**src/rtl/tdm_pkg.sv**
```systemverilog
// tdm_pkg: shared limits and helpers for the tdm_scan_mux design.
//   CHANNELS_MAX - largest supported channel count
//   DIV_MAX      - largest supported slot period in clock cycles
//   SEL_MAX_W    - slot index width needed for CHANNELS_MAX
//   onehot()     - one-hot code of a slot index, zero for an index >= channels
package tdm_pkg;

  localparam int CHANNELS_MAX = 16;
  localparam int DIV_MAX      = 256;
  localparam int SEL_MAX_W    = $clog2(CHANNELS_MAX);

  function automatic logic [CHANNELS_MAX-1:0] onehot(input logic [SEL_MAX_W-1:0] idx,
                                                     input int channels);
    logic [CHANNELS_MAX-1:0] r;
    r = '0;
    if (int'(idx) < channels) r[idx] = 1'b1;
    return r;
  endfunction

endpackage

```
**src/rtl/tdm_slot_ctr.sv**
```systemverilog
// tdm_slot_ctr: prescaler, tick generation and slot counter.
//   clk, rst_n - clock, synchronous active-low reset
//   en         - freezes prescaler and slot when low
//   auto_scan  - 1: slot auto-increments with wrap at CHANNELS-1; 0: slot loads man_sel
//   man_sel    - manual slot index; out-of-range values leave the slot unchanged
//   tick       - one-cycle strobe that ends each slot period (DIV cycles)
//   slot       - current slot index (value before the update that tick causes)
import tdm_pkg::*;

module tdm_slot_ctr #(
  parameter int CHANNELS = 4,
  parameter int SEL_W    = $clog2(CHANNELS),
  parameter int DIV      = 1
) (
  input  logic             clk,
  input  logic             rst_n,
  input  logic             en,
  input  logic             auto_scan,
  input  logic [SEL_W-1:0] man_sel,
  output logic             tick,
  output logic [SEL_W-1:0] slot
);

  // A one-bit prescaler is kept for DIV=1 so the compare stays uniform;
  // it never leaves zero in that case and tick degenerates to en.
  localparam int PRE_W = (DIV > 1) ? $clog2(DIV) : 1;

  logic [PRE_W-1:0] pre_q, pre_d;
  logic [SEL_W-1:0] slot_q, slot_d;

  always_comb begin
    tick   = en && (pre_q == PRE_W'(DIV - 1));
    pre_d  = pre_q;
    slot_d = slot_q;
    if (tick) begin
      pre_d = '0;
    end else if (en) begin
      pre_d = pre_q + PRE_W'(1);
    end
    if (tick) begin
      if (auto_scan) begin
        // Explicit wrap so non-power-of-two channel counts never reach
        // unused slot codes.
        slot_d = (slot_q == SEL_W'(CHANNELS - 1)) ? '0 : slot_q + SEL_W'(1);
      end else if ({1'b0, man_sel} < (SEL_W + 1)'(CHANNELS)) begin
        slot_d = man_sel;
      end
    end
  end

  always_ff @(posedge clk) begin
    if (!rst_n) begin
      pre_q  <= '0;
      slot_q <= '0;
    end else begin
      pre_q  <= pre_d;
      slot_q <= slot_d;
    end
  end

  assign slot = slot_q;

endmodule

```
**src/rtl/tdm_scan_mux.sv**
```systemverilog
// tdm_scan_mux: time-division scan multiplexer with a demultiplexing receiver.
//   clk, rst_n  - clock, synchronous active-low reset
//   en          - scan enable (freezes prescaler, slot, sample and demux outputs)
//   auto_scan   - 1: automatic slot sequencing; 0: slot taken from man_sel
//   man_sel     - manual slot index
//   din         - parallel channel inputs, synchronous to clk
//   data_out    - serialised bit for the slot tagged by slot_oh (registered)
//   slot_oh     - one-hot slot tag travelling with data_out (registered)
//   q           - per-channel hold registers rebuilt from the stream
//   q_valid     - set once every channel has been written since reset
//   frame_start - present only when TDM_FRAME_MARK_EN is defined; one-cycle
//                 marker that accompanies the slot 0 sample in auto mode
// Stream handshake: there is no back-pressure. A sample is valid in the cycle
// after a tick (v1) and the demux stage always accepts it in that cycle.
import tdm_pkg::*;

module tdm_scan_mux #(
  parameter int CHANNELS = 4,
  parameter int SEL_W    = $clog2(CHANNELS),
  parameter int DIV      = 1
) (
  input  logic                clk,
  input  logic                rst_n,
  input  logic                en,
  input  logic                auto_scan,
  input  logic [SEL_W-1:0]    man_sel,
  input  logic [CHANNELS-1:0] din,
  output logic                data_out,
  output logic [CHANNELS-1:0] slot_oh,
  output logic [CHANNELS-1:0] q,
`ifdef TDM_FRAME_MARK_EN
  output logic                frame_start,
`endif
  output logic                q_valid
);

  logic             tick;
  logic [SEL_W-1:0] slot;

  tdm_slot_ctr #(
    .CHANNELS (CHANNELS),
    .SEL_W    (SEL_W),
    .DIV      (DIV)
  ) u_slot_ctr (
    .clk       (clk),
    .rst_n     (rst_n),
    .en        (en),
    .auto_scan (auto_scan),
    .man_sel   (man_sel),
    .tick      (tick),
    .slot      (slot)
  );

  logic                    data_out_q, data_out_d;
  logic [CHANNELS-1:0]     slot_oh_q, slot_oh_d;
  logic                    v1_q, v1_d;
  logic [CHANNELS-1:0]     q_q, q_d;
  logic [CHANNELS-1:0]     wr_q, wr_d;
  logic                    q_valid_q, q_valid_d;
  logic [CHANNELS_MAX-1:0] oh_full;
  logic                    unused_oh;

  assign oh_full = onehot(SEL_MAX_W'(slot), CHANNELS);
  // Only the low CHANNELS bits of the full-width code are meaningful.
  assign unused_oh = ^oh_full;

  always_comb begin
    data_out_d = data_out_q;
    slot_oh_d  = slot_oh_q;
    v1_d       = tick;
    q_d        = q_q;
    wr_d       = wr_q;
    q_valid_d  = &wr_q;
    if (tick) begin
      data_out_d = din[slot];
      slot_oh_d  = oh_full[CHANNELS-1:0];
    end
    // v1 only follows a tick, so an en drop still lets the pending write land.
    if (v1_q) begin
      q_d  = (q_q & ~slot_oh_q) | (slot_oh_q & {CHANNELS{data_out_q}});
      wr_d = wr_q | slot_oh_q;
    end
  end

  always_ff @(posedge clk) begin
    if (!rst_n) begin
      data_out_q <= 1'b0;
      slot_oh_q  <= '0;
      v1_q       <= 1'b0;
      q_q        <= '0;
      wr_q       <= '0;
      q_valid_q  <= 1'b0;
    end else begin
      data_out_q <= data_out_d;
      slot_oh_q  <= slot_oh_d;
      v1_q       <= v1_d;
      q_q        <= q_d;
      wr_q       <= wr_d;
      q_valid_q  <= q_valid_d;
    end
  end

  assign data_out = data_out_q;
  assign slot_oh  = slot_oh_q;
  assign q        = q_q;
  assign q_valid  = q_valid_q;

`ifdef TDM_FRAME_MARK_EN
  logic frame_start_q, frame_start_d;

  always_comb begin
    frame_start_d = tick && auto_scan && (slot == '0);
  end

  always_ff @(posedge clk) begin
    if (!rst_n) frame_start_q <= 1'b0;
    else        frame_start_q <= frame_start_d;
  end

  assign frame_start = frame_start_q;
`endif

endmodule

```
**config.mk**
```make
export PLATFORM = sky130hd
export DESIGN_NAME = tdm_scan_mux
export DESIGN_NICKNAME = d
export VERILOG_FILES = /design/src/rtl/tdm_pkg.sv /design/src/rtl/tdm_slot_ctr.sv /design/src/rtl/tdm_scan_mux.sv
export SDC_FILE = /design/constraint.sdc
export NUM_CORES = 1
export LEC_CHECK = 0
export CAP_MARGIN = 20
export CORE_ASPECT_RATIO = 0.9
export CORE_MARGIN = 10
export CORE_UTILIZATION = 30
export DETAILED_ROUTE_END_ITERATION = 10
export GPL_TIMING_DRIVEN = 0
export SETUP_SLACK_MARGIN = 0.3
export SLEW_MARGIN = 30
export SYNTH_ARGS = -nofsm -noshare
export SYNTH_HDL_FRONTEND = slang
export SYNTH_SLANG_ARGS = --single-unit
```
**constraint.sdc**
```tcl
create_clock -name clk -period 1.5 [get_ports clk]
set_input_delay 0.3 -clock clk [delete_from_list [all_inputs] [get_ports clk]]
set_output_delay 0.3 -clock clk [all_outputs]
set_load 0.02 [all_outputs]
```
; ---- Word-level counts from Yosys, hierarchy flattened
; Index checks and enable logic that the tools add are counted.
[totals]
reg_bits = 18
out_inout_bits = 10
[op_classes]
n_reduce_logical = 4
add_sub_neg = 2
n_lt_le_gt_ge = 3
bitwise_logic = 7
muxes = 6
eq_ne = 1
[op_table]
columns = operator, n
row1 = bitwise AND 4 bit, 2
row2 = OR 4 bit, 2
row3 = < comparator 2 x 5 -> 1 bit (second input constant), 1
row4 = 2-to-1 mux 2 bit, 2
row5 = NOT 4 bit, 1
row6 = AND reduction 4 bit, 1
row7 = < comparator 2 x 3 -> 1 bit (second input constant), 1
row8 = adder 2 x 1 -> 2 bit (second input constant), 1
row9 = binary-select mux 1 bit (select 2 bit), 1
row10 = demux 1 bit (select 2 bit), 1
row11 = equality test 2 bit (second input constant), 1
row12 = greater-or-equal comparator 2 x 1 -> 1 bit (second input constant), 1
row13 = logical AND 1 bit, 2
row14 = 2-to-1 mux 1 bit, 2
row15 = NOT 1 bit, 2
row16 = OR reduction 2 bit, 1
row17 = adder 1 bit (second input constant), 1

; ---- Longest topological paths before layout
; Gate-level depths: netlist of run 1.
[depth]
word_depth = 4
ltp_mapped = 4

; ---- By module
; Synthesis of run 1 repeated with hierarchy kept, for this count alone.
[hier_totals]
cells_unflattened = 73
area_unflattened_um2 = 715.7
[modules_own_cells]
columns = mod, area_each_um2, cells_per_inst, instances
row1 = tdm_scan_mux, 576.8, 60, 1
row2 = tdm_slot_ctr, 138.9, 13, 1

; ---- Worst setup path after synthesis of run 1
; No wires, ideal clock.
[synth_timing]
path_kind = register to register
from = register u_slot_ctr.slot_q[0], in the netlist u_slot_ctr.slot[0]
to = register u_slot_ctr.slot_q[1], in the netlist u_slot_ctr.slot[1]
arrival_time_ns = 1.171
stages_incl_launch_ff = 5
setup_time_ns = 0.117
slack_ns = 0.212
t_required_ns = 1.383
period_less_slack_ns = 1.288
cell_sequence = dfxtp_1 inv_1 ha_1 mux2_2 a22o_1
[synth_via]
elab_chain_cells = 3
elab_cells_between_ends = 4
cone_classes = add/sub: 1 / eq/ne: 1 / mux: 2
[synth_lines]
columns = element, line
row1 = "start, declared", tdm_slot_ctr.sv:29  ; logic [SEL_W-1:0] slot_q, slot_d;
row2 = "start signal, assigned", tdm_slot_ctr.sv:57  ; slot_q <= slot_d;
row3 = adder 2 x 1 -> 2 bit or equality test 2 bit (tied branches), tdm_slot_ctr.sv:44  ; slot_d = (slot_q == SEL_W'(CHANNELS - 1)) ? '0 : slot_q + SEL_W'(1);
row4 = 2-to-1 mux 2 bit *, tdm_slot_ctr.sv:44
row5 = 2-to-1 mux 2 bit *, tdm_slot_ctr.sv:41  ; if (auto_scan) begin
; Every way passes the cells marked *; elsewhere a longest branch is shown, timed or not.
; A chain may end at the register's enable or synchronous reset.

; ---- Worst setup path after layout of run 1
; Same ends and word-level chain as after synthesis.

==> load_flow_metrics.sql, run 1 <==
INSERT INTO impl_metrics (metric_group, metric, value, unit) VALUES
('yosys', 'ys_types', '17', ''),
('yosys', 'synth_seq_cells', '18', ''),
('power', 'p_per_area', '916', 'nW/um^2'),
('placement', 'placement.io_buffers', '19', ''),
('drt', 'drc_errors', '0', ''),
('placement', 'routability_congestion_estimate', '0.641', ''),
('timing', 'final.min_clock_period', '1.20', 'ns'),
('placement', 'placed_area', '941', 'um^2'),
('power', 'vdd_ir_max', '399', 'uV'),
('setup_path', 'timing.critical_path.buf_inv', '1', ''),
('hold_path', 'min_path_cells', '2', ''),
('timing', 'fmax', '833', 'MHz'),
('timing', 'timing.final.crit_share', '80.1', '%'),
('global_routing', 'grt_pass1_wl', '2440', 'um'),
('drt', 'ant_nets', '0', ''),
('die', 'fp-row-count', '16', ''),
('setup_path', 'cp-end-kind', 'flop', ''),
('timing', 'report.final.hold_viol_count', '0', ''),
('drt', 'post_detailed_route_wirelength_per_cell', '12.0', 'um'),
('setup_path', 'cp_top_family', 'flip-flops', ''),
('yosys', 'yosys_warnings', '0', ''),
('setup_path', 'worstReg2RegStart', 'u_slot_ctr.slot[0]', ''),
('timing', 'clock-skew-final', '0.000375', 'ns'),
('setup_path', 'critPathLaunchType', 'flop', ''),
('layout', 'antenna-diode-count', '0', ''),
('layout', 'fillCellCount', '218', ''),
('setup_path', 'critical_path_arrival', '1.38', 'ns'),
('global_routing', 'largest_net_degree_at_the_start_of_global_routing', '11', ''),
('yosys', 'syn-mean-instance-area', '10.2', 'um^2'),
('die', 'floorplan_die_area', '4720', 'um^2'),
('flow_run', 'max_cap_viol_count', '0', ''),
('clock_network', 'clock_tree_from_tritoncts', 'done', ''),
('clock_network', 'tritoncts_num_sinks', '18', ''),
('setup_path', 'cp_slowest_stage_delay', '0.41', 'ns'),
('setup_path', 'worst_setup_path_type', 'reg -> reg', ''),
('placement', 'post-dp-hpwl', '1130', 'um'),
('global_routing', 'initial_antenna_violation_count', '0', ''),
('drt', 'iteration_count_of_the_initial_detailed_routing_pass', '4', ''),
('global_routing', 'aggregate_global_routing_overflow', '0', ''),
('drt', 'first_iter_violations', '61', ''),
('layout', 'total_non_filler_cell_area_in_the_finished_layout', '997', 'um^2'),
('timing', 'tightest_slew', '0.314', 'ns'),
('hold_path', 'hold_path.startpoint', 'en', ''),
('power', 'power_leakage', '0.411', 'nW'),
('layout', 'final_cell_count_no_fill', '121', ''),
('die', 'initial_utilization', '32.0', '%'),
('clock_network', 'clkLatencyLatePin', '0.28', 'ns'),
('global_routing', 'grt_usage', '6.41', '%'),
('setup_path', 'cp_num_cells', '4', ''),
('drt', 'routed-via-count', '561', ''),
('clock_network', 'cts.reportedPaths.clkPinSlew', '0.09', 'ns'),
('die', 'die_x', '71.4', 'um'),
('setup_path', 'cp-startpoint', 'u_slot_ctr.slot[0]', ''),
('clock_network', 'cts_buffers', '3', ''),
('timing', 'setup_viol_count_final', '0', ''),
('clock_network', 'cts-htree-levels', '1', ''),
('layout', 'area_growth_syn_to_layout', '40.1', '%'),
('layout', 'final_cell_mix', '11 x sky130_fd_sc_hd__buf_2, 11 x sky130_fd_sc_hd__dfxtp_1, 9 x sky130_fd_sc_hd__nand2_1, 8 x sky130_fd_sc_hd__clkdlybuf4s50_1, 6 x sky130_fd_sc_hd__a22o_1', ''),
('yosys', 'syn_nets', '84', ''),
('clock_network', 'cts-root-buf', 'sky130_fd_sc_hd__clkbuf_4', ''),
('yosys', 'syn-instance-count', '70', ''),
('yosys', 'sequential_area_share_after_synthesis', '50.6', '%'),
('die', 'overall_die_height', '66.2', 'um'),
('timing', 'rsz0062_at_grt', 'yes', ''),
('setup_path', 'worst_ep_required_time', '1.68', 'ns'),
('layout', 'fraction_of_layout_cells_with_a_size_suffix_above_1', '36.2', '%'),
('global_routing', 'vias_in_the_first_global_route', '551', ''),
('die', 'core-area', '2220', 'um^2'),
('layout', 'nets_final', '109', ''),
('placement', 'placed_cells_incl_taps', '116', ''),
('setup_path', 'cpMaxStageDelayCell', 'sky130_fd_sc_hd__dfxtp_4', ''),
('hold_path', 'min_path_type', 'in -> reg', ''),
('status', 'run_status', 'finished, final reports clean', ''),
('setup_path', 'cp_max_fo', '5', ''),
('yosys', 'netlist_area', '712', 'um^2'),
('drt', 'route.final.wire_length', '1450', 'um'),
('timing', 'max_slew_margin', '79.0', '%'),
('setup_path', 'r2r_cells', '4', ''),
('setup_path', 'cp_cell_sequence', 'inv_4, ha_4, mux2_2, a22o_1', ''),
('drt', 'viasPerCell', '4.64', ''),
('timing', 'drv_slew', '0', ''),
('clock_network', 'cts_max_path_buffers', '2', ''),
('die', 'boundaryPins', '20', '');
## per-layer routing
| metal | share of wire, % | GRT usage (%) | vias to the layer above |
|---|---|---|---|
| li1 | - | - | 290 |
| met1 | 44 | 6.50 | 252 |
| met2 | 45 | 9.69 | 17 |
| met3 | 11 | 4.35 | 2 |
| met4 | 0.55 | 3.62 | 0 |
| met5 | 0 | 0 | - |
## final timing paths
check / endpoint / slack (ns)
hold / removal: u_slot_ctr.pre_q / 0.34
hold reg to reg: q_valid / 0.44
setup / recovery: u_slot_ctr.slot[1] / 0.30
setup reg to reg: u_slot_ctr.slot[1] / 0.30
## cell families after synthesis
| kind of cell | after synthesis | synth area share, % |
|---|---|---|
| flip-flops | 18 | 50.6 |
| buffers and inverters | 6 | 3.52 |
| AND/OR/NAND/NOR | 24 | 16.7 |
| adder cells (fa/ha/maj) | 4 | 7.03 |
| AO/OA/AOI/OAI | 15 | 15.8 |
| multiplexers | 3 | 6.33 |
## power by group
part	leakage, nW	internal [mW]	switching [mW]
sequential	0.150	0.492	0.0225
clock	0.0210	0.148	0.136
combinational	0.240	0.0694	0.0464
total	0.411	0.709	0.205
## worst register-to-register path, stage by stage, from the launching register on
cell and delay [ns]:
sky130_fd_sc_hd__dfxtp_4 0.41, sky130_fd_sc_hd__inv_4 0.05, sky130_fd_sc_hd__ha_4 0.22, sky130_fd_sc_hd__mux2_2 0.25, sky130_fd_sc_hd__a22o_1 0.17
## area by class of cell
cell class / instances / area [um^2] / share of cell area [%]
multi-input cells: 46 / 363 / 36.4
inverters: 2 / 10.0 / 1.00
clock buffers: 4 / 36.3 / 3.64
flip-flops and latches: 18 / 379 / 38.0
well taps: 27 / 33.8 / 3.39
repair buffers: 20 / 150 / 15.1
plain buffers: 4 / 25.0 / 2.51
## Yosys cell counts
| master | instances | area [um^2] |
|---|---|---|
| sky130_fd_sc_hd__a21boi_0 | 4 | 30.0 |
| sky130_fd_sc_hd__a21oi_1 | 4 | 20.0 |
| sky130_fd_sc_hd__a22o_1 | 6 | 52.6 |
| sky130_fd_sc_hd__a22o_2 | 1 | 10.0 |
| sky130_fd_sc_hd__and2_1 | 1 | 6.26 |
| sky130_fd_sc_hd__and3b_1 | 1 | 8.76 |
| sky130_fd_sc_hd__buf_2 | 2 | 10.0 |
| sky130_fd_sc_hd__clkbuf_1 | 2 | 7.51 |
| sky130_fd_sc_hd__dfxtp_1 | 18 | 360 |
| sky130_fd_sc_hd__ha_1 | 4 | 50.1 |
| sky130_fd_sc_hd__inv_1 | 2 | 7.51 |
| sky130_fd_sc_hd__mux2_2 | 2 | 22.5 |
| sky130_fd_sc_hd__mux4_2 | 1 | 22.5 |
| sky130_fd_sc_hd__nand2_1 | 9 | 33.8 |
| sky130_fd_sc_hd__nand3_1 | 5 | 25.0 |
| sky130_fd_sc_hd__nor2_1 | 2 | 7.51 |
| sky130_fd_sc_hd__nor2b_1 | 6 | 37.5 |
## what timing repair did
| item | 4_1_cts | 5_1_grt |
|---|---|---|
| pin swaps | 0 | 2 |
| buffers inserted | 1 | 0 |
| endpoints found under the setup margin | 14 | 12 |
| hold buffers | 0 | 0 |
| gates resized for setup | 48 | 12 |
## per-stage QoR
stage	power (mW)	util [%]	setup TNS, ns	setup slack (ns)	hold slack (ns)
after CTS	0.926	45.3	0	0.274	0.445
after floorplan	0.580	-	0	0.304	0.414
after detailed placement	0.635	42.3	-0.186	-0.0558	0.432
final	0.914	44.9	0	0.299	0.340
after global placement	0.633	42.3	-0.0359	-0.0184	0.426
after global routing	0.968	44.9	0	0.251	0.331
No activity file was read; power rests on OpenSTA's default activity.
==> inputs of run 2 (changes only) <==
==> constraint.sdc (replaced) <==
create_clock -name clk -period 1.3 [get_ports clk]
set_input_delay 0.26 -clock clk [delete_from_list [all_inputs] [get_ports clk]]
set_output_delay 0.26 -clock clk [all_outputs]
set_load 0.02 [all_outputs]
==> run 2 against run 1 <==
Effect of this change:
- first-iteration DRC count is 72% lower
- non-clock buffer count is 7 higher
- highest routed layer unchanged
- worst setup slack worse by 0.19 ns
- critical path type unchanged
- combinational power up 53%
- routed wire length up 14%
==> load_flow_metrics.sql, run 2 (same netlist as run 1, synthesis figures left out) <==
INSERT INTO impl_metrics (metric_group, metric, value, unit) VALUES
('global_routing', 'grt_usage', '7.36', '%'),
('global_routing', 'largest_net_degree_at_the_start_of_global_routing', '11', ''),
('clock_network', 'clkLatencyLatePin', '0.29', 'ns'),
('die', 'fp-row-count', '16', ''),
('power', 'vdd_ir_max', '673', 'uV'),
('flow_run', 'max_cap_viol_count', '0', ''),
('clock_network', 'clock_tree_from_tritoncts', 'done', ''),
('layout', 'antenna-diode-count', '0', ''),
('clock_network', 'cts-root-buf', 'sky130_fd_sc_hd__clkbuf_4', ''),
('layout', 'fillCellCount', '218', ''),
('die', 'floorplan_die_area', '4720', 'um^2'),
('die', 'core-area', '2220', 'um^2'),
('drt', 'viasPerCell', '4.64', ''),
('hold_path', 'min_path_type', 'in -> reg', ''),
('clock_network', 'cts_buffers', '3', ''),
('status', 'run_status', 'finished, final reports clean', ''),
('timing', 'fmax', '842', 'MHz'),
('clock_network', 'tritoncts_num_sinks', '18', ''),
('setup_path', 'critical_path_arrival', '1.38', 'ns'),
('clock_network', 'cts_max_path_buffers', '2', ''),
('drt', 'first_iter_violations', '17', ''),
('layout', 'final_cell_mix', '11 x sky130_fd_sc_hd__buf_6, 9 x sky130_fd_sc_hd__buf_4, 9 x sky130_fd_sc_hd__nand2_1, 8 x sky130_fd_sc_hd__dfxtp_2, 7 x sky130_fd_sc_hd__clkdlybuf4s50_1', ''),
('timing', 'setup_viol_count_final', '0', ''),
('global_routing', 'vias_in_the_first_global_route', '606', ''),
('layout', 'nets_final', '116', ''),
('setup_path', 'critPathLaunchType', 'flop', ''),
('layout', 'mostFrequentLayoutCell', 'sky130_fd_sc_hd__buf_6', ''),
('drt', 'drc_errors', '0', ''),
('drt', 'post_detailed_route_wirelength_per_cell', '13.0', 'um'),
('setup_path', 'cp_max_fo', '5', ''),
('drt', 'ant_nets', '0', ''),
('clock_network', 'cts.reportedPaths.clkPinSlew', '0.10', 'ns'),
('power', 'p_per_area', '971', 'nW/um^2'),
('power', 'power_leakage', '0.469', 'nW'),
('timing', 'drv_slew', '0', ''),
('layout', 'final_core_util', '51.2', '%'),
('die', 'boundaryPins', '20', ''),
('die', 'initial_utilization', '32.0', '%'),
('clock_network', 'cts-htree-levels', '1', ''),
('timing', 'timing.final.crit_share', '91.3', '%'),
('timing', 'report.final.hold_viol_count', '0', ''),
('power', 'p_total', '1.11', 'mW'),
('timing', 'finalHoldWorstSlack', '0.380', 'ns'),
('placement', 'routability_congestion_estimate', '0.704', ''),
('setup_path', 'worst_ep_required_time', '1.49', 'ns'),
('placement', 'post-dp-hpwl', '1170', 'um'),
('drt', 'routed-via-count', '594', ''),
('layout', 'fraction_of_layout_cells_with_a_size_suffix_above_1', '50.5', '%'),
('global_routing', 'aggregate_global_routing_overflow', '0', ''),
('layout', 'final_cell_count_no_fill', '128', ''),
('placement', 'placed_cells_incl_taps', '116', ''),
('timing', 'max_slew_margin', '87.9', '%'),
('layout', 'area_growth_syn_to_layout', '59.9', '%'),
('die', 'die_x', '71.4', 'um'),
('timing', 'tightest_slew', '0.181', 'ns'),
('timing', 'final.min_clock_period', '1.19', 'ns'),
('drt', 'route.final.wire_length', '1660', 'um'),
('drt', 'iteration_count_of_the_initial_detailed_routing_pass', '4', ''),
('global_routing', 'grt_pass1_wl', '2800', 'um'),
('placement', 'placement.io_buffers', '19', ''),
('die', 'overall_die_height', '66.2', 'um'),
('setup_path', 'worst_setup_path_type', 'reg -> reg', ''),
('timing', 'clock-skew-final', '0.00144', 'ns'),
('global_routing', 'initial_antenna_violation_count', '0', ''),
('setup_path', 'cp-end-kind', 'flop', ''),
('timing', 'rsz0062_at_grt', 'yes', '');
run 2: stage by stage:
stage	setup TNS (ns)	setup WS, ns	instance area, um^2
2_1_floorplan	0	0.115	721
3_3_place_gp	-1.33	-0.185	945
3_5_place_dp	-1.66	-0.209	945
4_1_cts	0	0.114	1110
5_1_grt	0	0.0781	1140
6_report	0	0.113	1140
run 2: layout make-up:
| class | instances | area [um^2] | area share (%) |
|---|---|---|---|
| timing repair buffer | 27 | 264 | 23.2 |
| multi-input combinational | 46 | 374 | 32.9 |
| clock buffer | 4 | 36.3 | 3.19 |
| sequential | 18 | 389 | 34.2 |
| buffer | 4 | 28.8 | 2.53 |
| tap | 27 | 33.8 | 2.97 |
| inverter | 2 | 12.5 | 1.10 |
run 2: timing repair:
| action | in CTS | in global routing |
|---|---|---|
| pin swaps | 3 | 2 |
| setup buffers | 7 | 1 |
| endpoints found under the setup margin | 23 | 20 |
| hold buffers | 0 | 0 |
| resized for setup | 87 | 8 |
run 2: final timing paths:
kind	startpoint	to	slack (ns)	depth (start not counted)
max	u_slot_ctr.slot[0]	data_out	0.11	2
min	rst_n	v1_q	0.38	3
max reg2reg	u_slot_ctr.slot[0]	data_out	0.11	2
min reg2reg	wr_q[1]	q_valid	0.44	2
run 2: power by group:
group          internal [mW]  leakage [nW]  switching (mW)  total [mW]
logic                  0.110         0.295          0.0675       0.177
registers              0.566         0.154          0.0214       0.588
clock network          0.171        0.0210           0.170       0.341
run 2: routing by layer:
layer | vias up | part of all wire [%] | GRT usage [%]
li1 | 302 | - | -
met1 | 270 | 44 | 8.10
met5 | - | 0 | 0
met4 | 0 | 0.48 | 2.17
met3 | 2 | 9.3 | 4.65
met2 | 20 | 46 | 11.5
run 2: worst max-delay path, cell delays in order, from the launching register on:
cell                      delay [ns]
sky130_fd_sc_hd__dfxtp_4        0.41
sky130_fd_sc_hd__mux4_2         0.50
sky130_fd_sc_hd__a22o_1         0.18
==> variant 1 (flow settings as in run 2) <==
`CHANNELS` is set to 4 in 2 places; all go to 8.
--- a/src/rtl/tdm_slot_ctr.sv
+++ b/src/rtl/tdm_slot_ctr.sv
@@ -8,7 +8,7 @@
 import tdm_pkg::*;
 
 module tdm_slot_ctr #(
-  parameter int CHANNELS = 4,
+  parameter int CHANNELS = 8,
   parameter int SEL_W    = $clog2(CHANNELS),
   parameter int DIV      = 1
 ) (
--- a/src/rtl/tdm_scan_mux.sv
+++ b/src/rtl/tdm_scan_mux.sv
@@ -15,7 +15,7 @@
 import tdm_pkg::*;
 
 module tdm_scan_mux #(
-  parameter int CHANNELS = 4,
+  parameter int CHANNELS = 8,
   parameter int SEL_W    = $clog2(CHANNELS),
   parameter int DIV      = 1
 ) (
Interface: changed (resized din, man_sel, q and slot_oh); port bits go from 20 to 33. The function was not compared with the original's and may differ.
==> variant 1 against run 2 <==
- the flow now finishes with violations (setup timing)
- cell area increased by 70%
- via count increased by 89%
- wire length is 110% higher
- sequential cell count up 13
- sequential power rose by 70%
- cell count is 80% higher
- sequential share of layout area hardly changed
- area after synthesis up 73%
- worst setup slack got worse by 220 ps
- total power rose by 79%
- highest routed layer unchanged
==> variant 1: results <==
metrics = {
    "run_status": {
        "status": "finished, violations left",
        "violations": "setup timing",
    },
    "critical_path": {
        "cp_slowest_cell": "mux4_2",
        "worstPathMaxFanout": 3,
        "cpPeakStageDelay_ps": 480,
        "worst_r2r_startpoint": "u_slot_ctr.slot[0]",
        "reg2reg_depth": 3,
        "cp.arrival_ps": 1580,
    },
    "yosys": {
        "synthesis.nets": 145,
        "ys_top_cells_by_count": "dfxtp_1 (31), nand2_1 (20), nand3_1 (9)",
        "synth-seq-area-share_pct": 50.4,
        "yosysUniqueCellTypes": 29,
        "yosysWarnings": 0,
        "synthTopCellsByArea": "dfxtp_1 (50%), nand2_1 (6.1%), a21boi_0 (4.9%)",
        "syn_inst": 128,
    },
    "placement": {
        "dp_slack_ps": -384,
        "dp.final_hpwl_um": 2440,
        "io_buffers": 32,
        "place.gp.congestion": 0.785,
        "dp_cells": 208,
    },
    "clocking": {
        "numCtsBuffers": 5,
        "cts.reportedPaths.clkPinSlew_ps": 70,
        "clock_path_buffers": 2,
        "ctsRootBufferMaster": "clkbuf_8",
        "clk_latency_ps": 280,
        "htree_levels": 2,
    },
    "timing": {
        "postLayoutSetupSlackWorst_ps": -106,
        "whs_ps": 334,
        "finClkSkew_ps": 9.49,
        "finalSetupViolCount": 1,
        "tightest_slew_ps": 293,
        "tns_ps": -106,
    },
    "routing": {
        "firstDrtPassIters": 6,
        "drt-met1-wl_um": 1610,
        "met3_length_um": 269,
        "via_per_inst": 4.87,
        "routed_wl_um": 3470,
        "wl_met2_um": 1550,
        "top_layer_used": "met4",
        "drtIter0Drc": 78,
    },
    "min_path": {
        "holdPathEnd": "u_slot_ctr.pre_q",
        "hp-start": "en",
        "hold_depth": 2,
    },
    "pwr": {
        "p_leak_uw": 0.000746,
        "vdd_ir_drop_max_v": 0.000678,
    },
    "global_routing": {
        "grt_pass1_wl_um": 5660,
        "grt_max_degree": 11,
        "track_usage_pct": 10.3,
        "grt_pass1_vias": 1141,
    },
    "final_layout": {
        "drive_above_1_share_pct": 43.4,
        "final_nets": 198,
        "diodes": 0,
        "stdcell_count": 230,
    },
}
-- variant 1: worst reg2reg max path: stages, from the launching register on --
cell and delay (ps):
dfxtp_4 360, mux4_2 480, or2_1 240, a32o_1 220
-- variant 1: layout make-up --
cell class / count / area (µm²)
flip-flops and latches: 31 / 659
well taps: 48 / 60.1
plain buffers: 8 / 77.6
repair buffers: 46 / 439
multi-input cells: 86 / 603
inverters: 3 / 11.3
clock inverters: 1 / 5.00
fillers: 373 / 2090
clock buffers: 7 / 76.3
-- variant 1: how the worst max path moves through the flow --
| stage | slack (ps) | start | end | cells after the start |
|---|---|---|---|---|
| 2_1_floorplan | -70 | u_slot_ctr.slot[0] | data_out | 4 |
| 3_3_place_gp | -370 | din[5] | data_out | 4 |
| 3_5_place_dp | -380 | rst_n | slot_oh[3] | 5 |
| 4_1_cts | -110 | u_slot_ctr.slot[0] | data_out | 3 |
| 5_1_grt | -150 | u_slot_ctr.slot[0] | data_out | 4 |
| 6_report | -110 | u_slot_ctr.slot[0] | data_out | 3 |
-- variant 1: cells by family (layout without fill, tap and decap cells) --
family	count (synthesis)	in the layout	share of synthesized area, %
AOI/OAI and AO/OA	30	30	18.1
adders and majority gates	2	2	2.03
buffers and inverters	11	65	4.06
DFF	31	31	50.4
muxes	6	6	6.61
and+or+nand+nor	48	48	18.8
-- variant 1: layer usage --
layer,GRT usage (%),vias to the layer above
met5,0,-
met4,3.50,0
met3,4.40,6
met2,15.6,28
met1,12.9,529
li1,-,558
-- variant 1: metrics by stage --
stage               power [µW]  area (µm²)
floorplan                 1130        1250
global placement          1230        1630
detailed placement        1230        1630
CTS                       1980        1870
global route              2080        1930
finish                    1980        1930
-- variant 1: power by group --
part,switching [µW],total (µW),internal (µW)
combinational,114,268,154
sequential,28.0,997,969
clock,341,716,375
total,483,1980,1500
-- variant 1: what timing repair did --
action | in CTS | in global routing
pin swaps | 11 | 2
setup buffers | 9 | 5
endpoints found under the setup margin | 47 | 42
gates resized for setup | 143 | 10
cloned | 0 | 0
==> variant 2 (flow settings as in run 2) <==
Made on the original files. Add an input register stage for `en`, `man_sel` and `din`, cleared by the reset; this delays them by one clock. The other inputs are not delayed to match.
--- a/src/rtl/tdm_scan_mux.sv
+++ b/src/rtl/tdm_scan_mux.sv
@@ -34,6 +34,22 @@
   output logic                q_valid
 );
 
+  logic en_q;
+  logic [SEL_W-1:0] man_sel_q;
+  logic [CHANNELS-1:0] din_q;
+
+  always_ff @(posedge clk) begin
+    if (!rst_n) begin
+      en_q      <= '0;
+      man_sel_q <= '0;
+      din_q     <= '0;
+    end else begin
+      en_q      <= en;
+      man_sel_q <= man_sel;
+      din_q     <= din;
+    end
+  end
+
   logic             tick;
   logic [SEL_W-1:0] slot;
 
@@ -44,9 +60,9 @@
   ) u_slot_ctr (
     .clk       (clk),
     .rst_n     (rst_n),
-    .en        (en),
+    .en        (en_q),
     .auto_scan (auto_scan),
-    .man_sel   (man_sel),
+    .man_sel   (man_sel_q),
     .tick      (tick),
     .slot      (slot)
   );
@@ -72,7 +88,7 @@
     wr_d       = wr_q;
     q_valid_d  = &wr_q;
     if (tick) begin
-      data_out_d = din[slot];
+      data_out_d = din_q[slot];
       slot_oh_d  = oh_full[CHANNELS-1:0];
     end
     // v1 only follows a tick, so an en drop still lets the pending write land.
Behaviour: not the same (Yosys sat finds a counterexample within 4 cycles, from zero or initial values and one cycle with rst_n low).
==> variant 2 against run 2 <==
- area after synthesis increased by 26%
- largest power group unchanged
- wire length increased by 17%
- count of clock-buffer cells in the layout decreased by 1
- clock skew increased by 10 ps
- core utilization decreased by 3.8 points
- synthesized cell count increased by 20%
- worst setup slack improved by 3.3 ps
- cell count increased by 23%
- largest cell class unchanged
- sequential cell count increased by 7
- total power increased by 15%
- cell area increased by 17%
- highest routed layer unchanged
- hold slack improved by 70 ps
==> variant 2: results <==
metrics = {
    "final_layout": {
        "buf_share_pct": 22.8,
        "multi_input_cells": 53,
        "nClkBuffers": 3,
        "multi_input_area_um2": 415,
        "fillCellCount": 289,
        "drive_above_1_share_pct": 45.3,
        "ff_latch_area_um2": 531,
    },
    "global_routing": {
        "grtUsageMet2_pct": 11.3,
        "grt_pass1_vias": 689,
        "grt_max_degree": 15,
        "track_usage_pct": 6.85,
    },
    "yosys": {
        "synth-compound-area-share_pct": 12.6,
        "ys_top_cells_by_count": "dfxtp_1 (25), nand2_1 (9), and2_1 (8)",
        "synthesis.nets": 98,
        "syn_inst": 84,
        "ys_seq_elements": 25,
    },
    "placement": {
        "dp_slack_ps": -234,
        "dp_cells": 143,
        "place.gp.congestion": 0.725,
    },
    "routing": {
        "drtIter0Drc": 19,
        "met3_length_um": 148,
        "routed_wl_um": 1940,
    },
    "run_status": {
        "status": "finished clean",
    },
    "pwr": {
        "vdd_ir_drop_max_v": 0.000704,
        "p_leak_uw": 0.000539,
        "comb_cell_power_uw": 139,
    },
    "clocking": {
        "clk_latency_ps": 320,
    },
    "min_path": {
        "hold_depth": 2,
    },
}
[variant 2: cell count changes after synthesis, sizes merged]
cell,delta
buf,+1
and2,+7
clkbuf,-1
dfxtp,+7
[variant 2: timing repair]
item	CTS	global route
setup endpoints to repair	27	19
resized for setup	84	7
setup buffers	6	4
pin swaps	7	0
hold buffers	0	0
[variant 2: path summary, 6_finish.rpt]
path	slack [ps]	to	start
max	120	u_slot_ctr.slot[1]	u_slot_ctr.slot[0]
min	450	register	rst_n
max reg2reg	120	u_slot_ctr.slot[1]	u_slot_ctr.slot[0]
min reg2reg	460	q_valid	wr_q[2]
[variant 2: critical path, delay by kind of cell (launching register included)]
kind            cells  cell delay, ps
flops               1             410
mux                 1             250
fa+ha+maj           1             210
compound gates      1             170
buf+inv             1              60
[variant 2: stage by stage]
stage / instance area, µm² / hold WS [ps] / power [µW]
floorplan: 906 / 387 / 874
global placement: 1150 / 428 / 924
detailed placement: 1150 / 426 / 927
CTS: 1290 / 439 / 1280
global route: 1340 / 468 / 1330
finish: 1340 / 451 / 1270
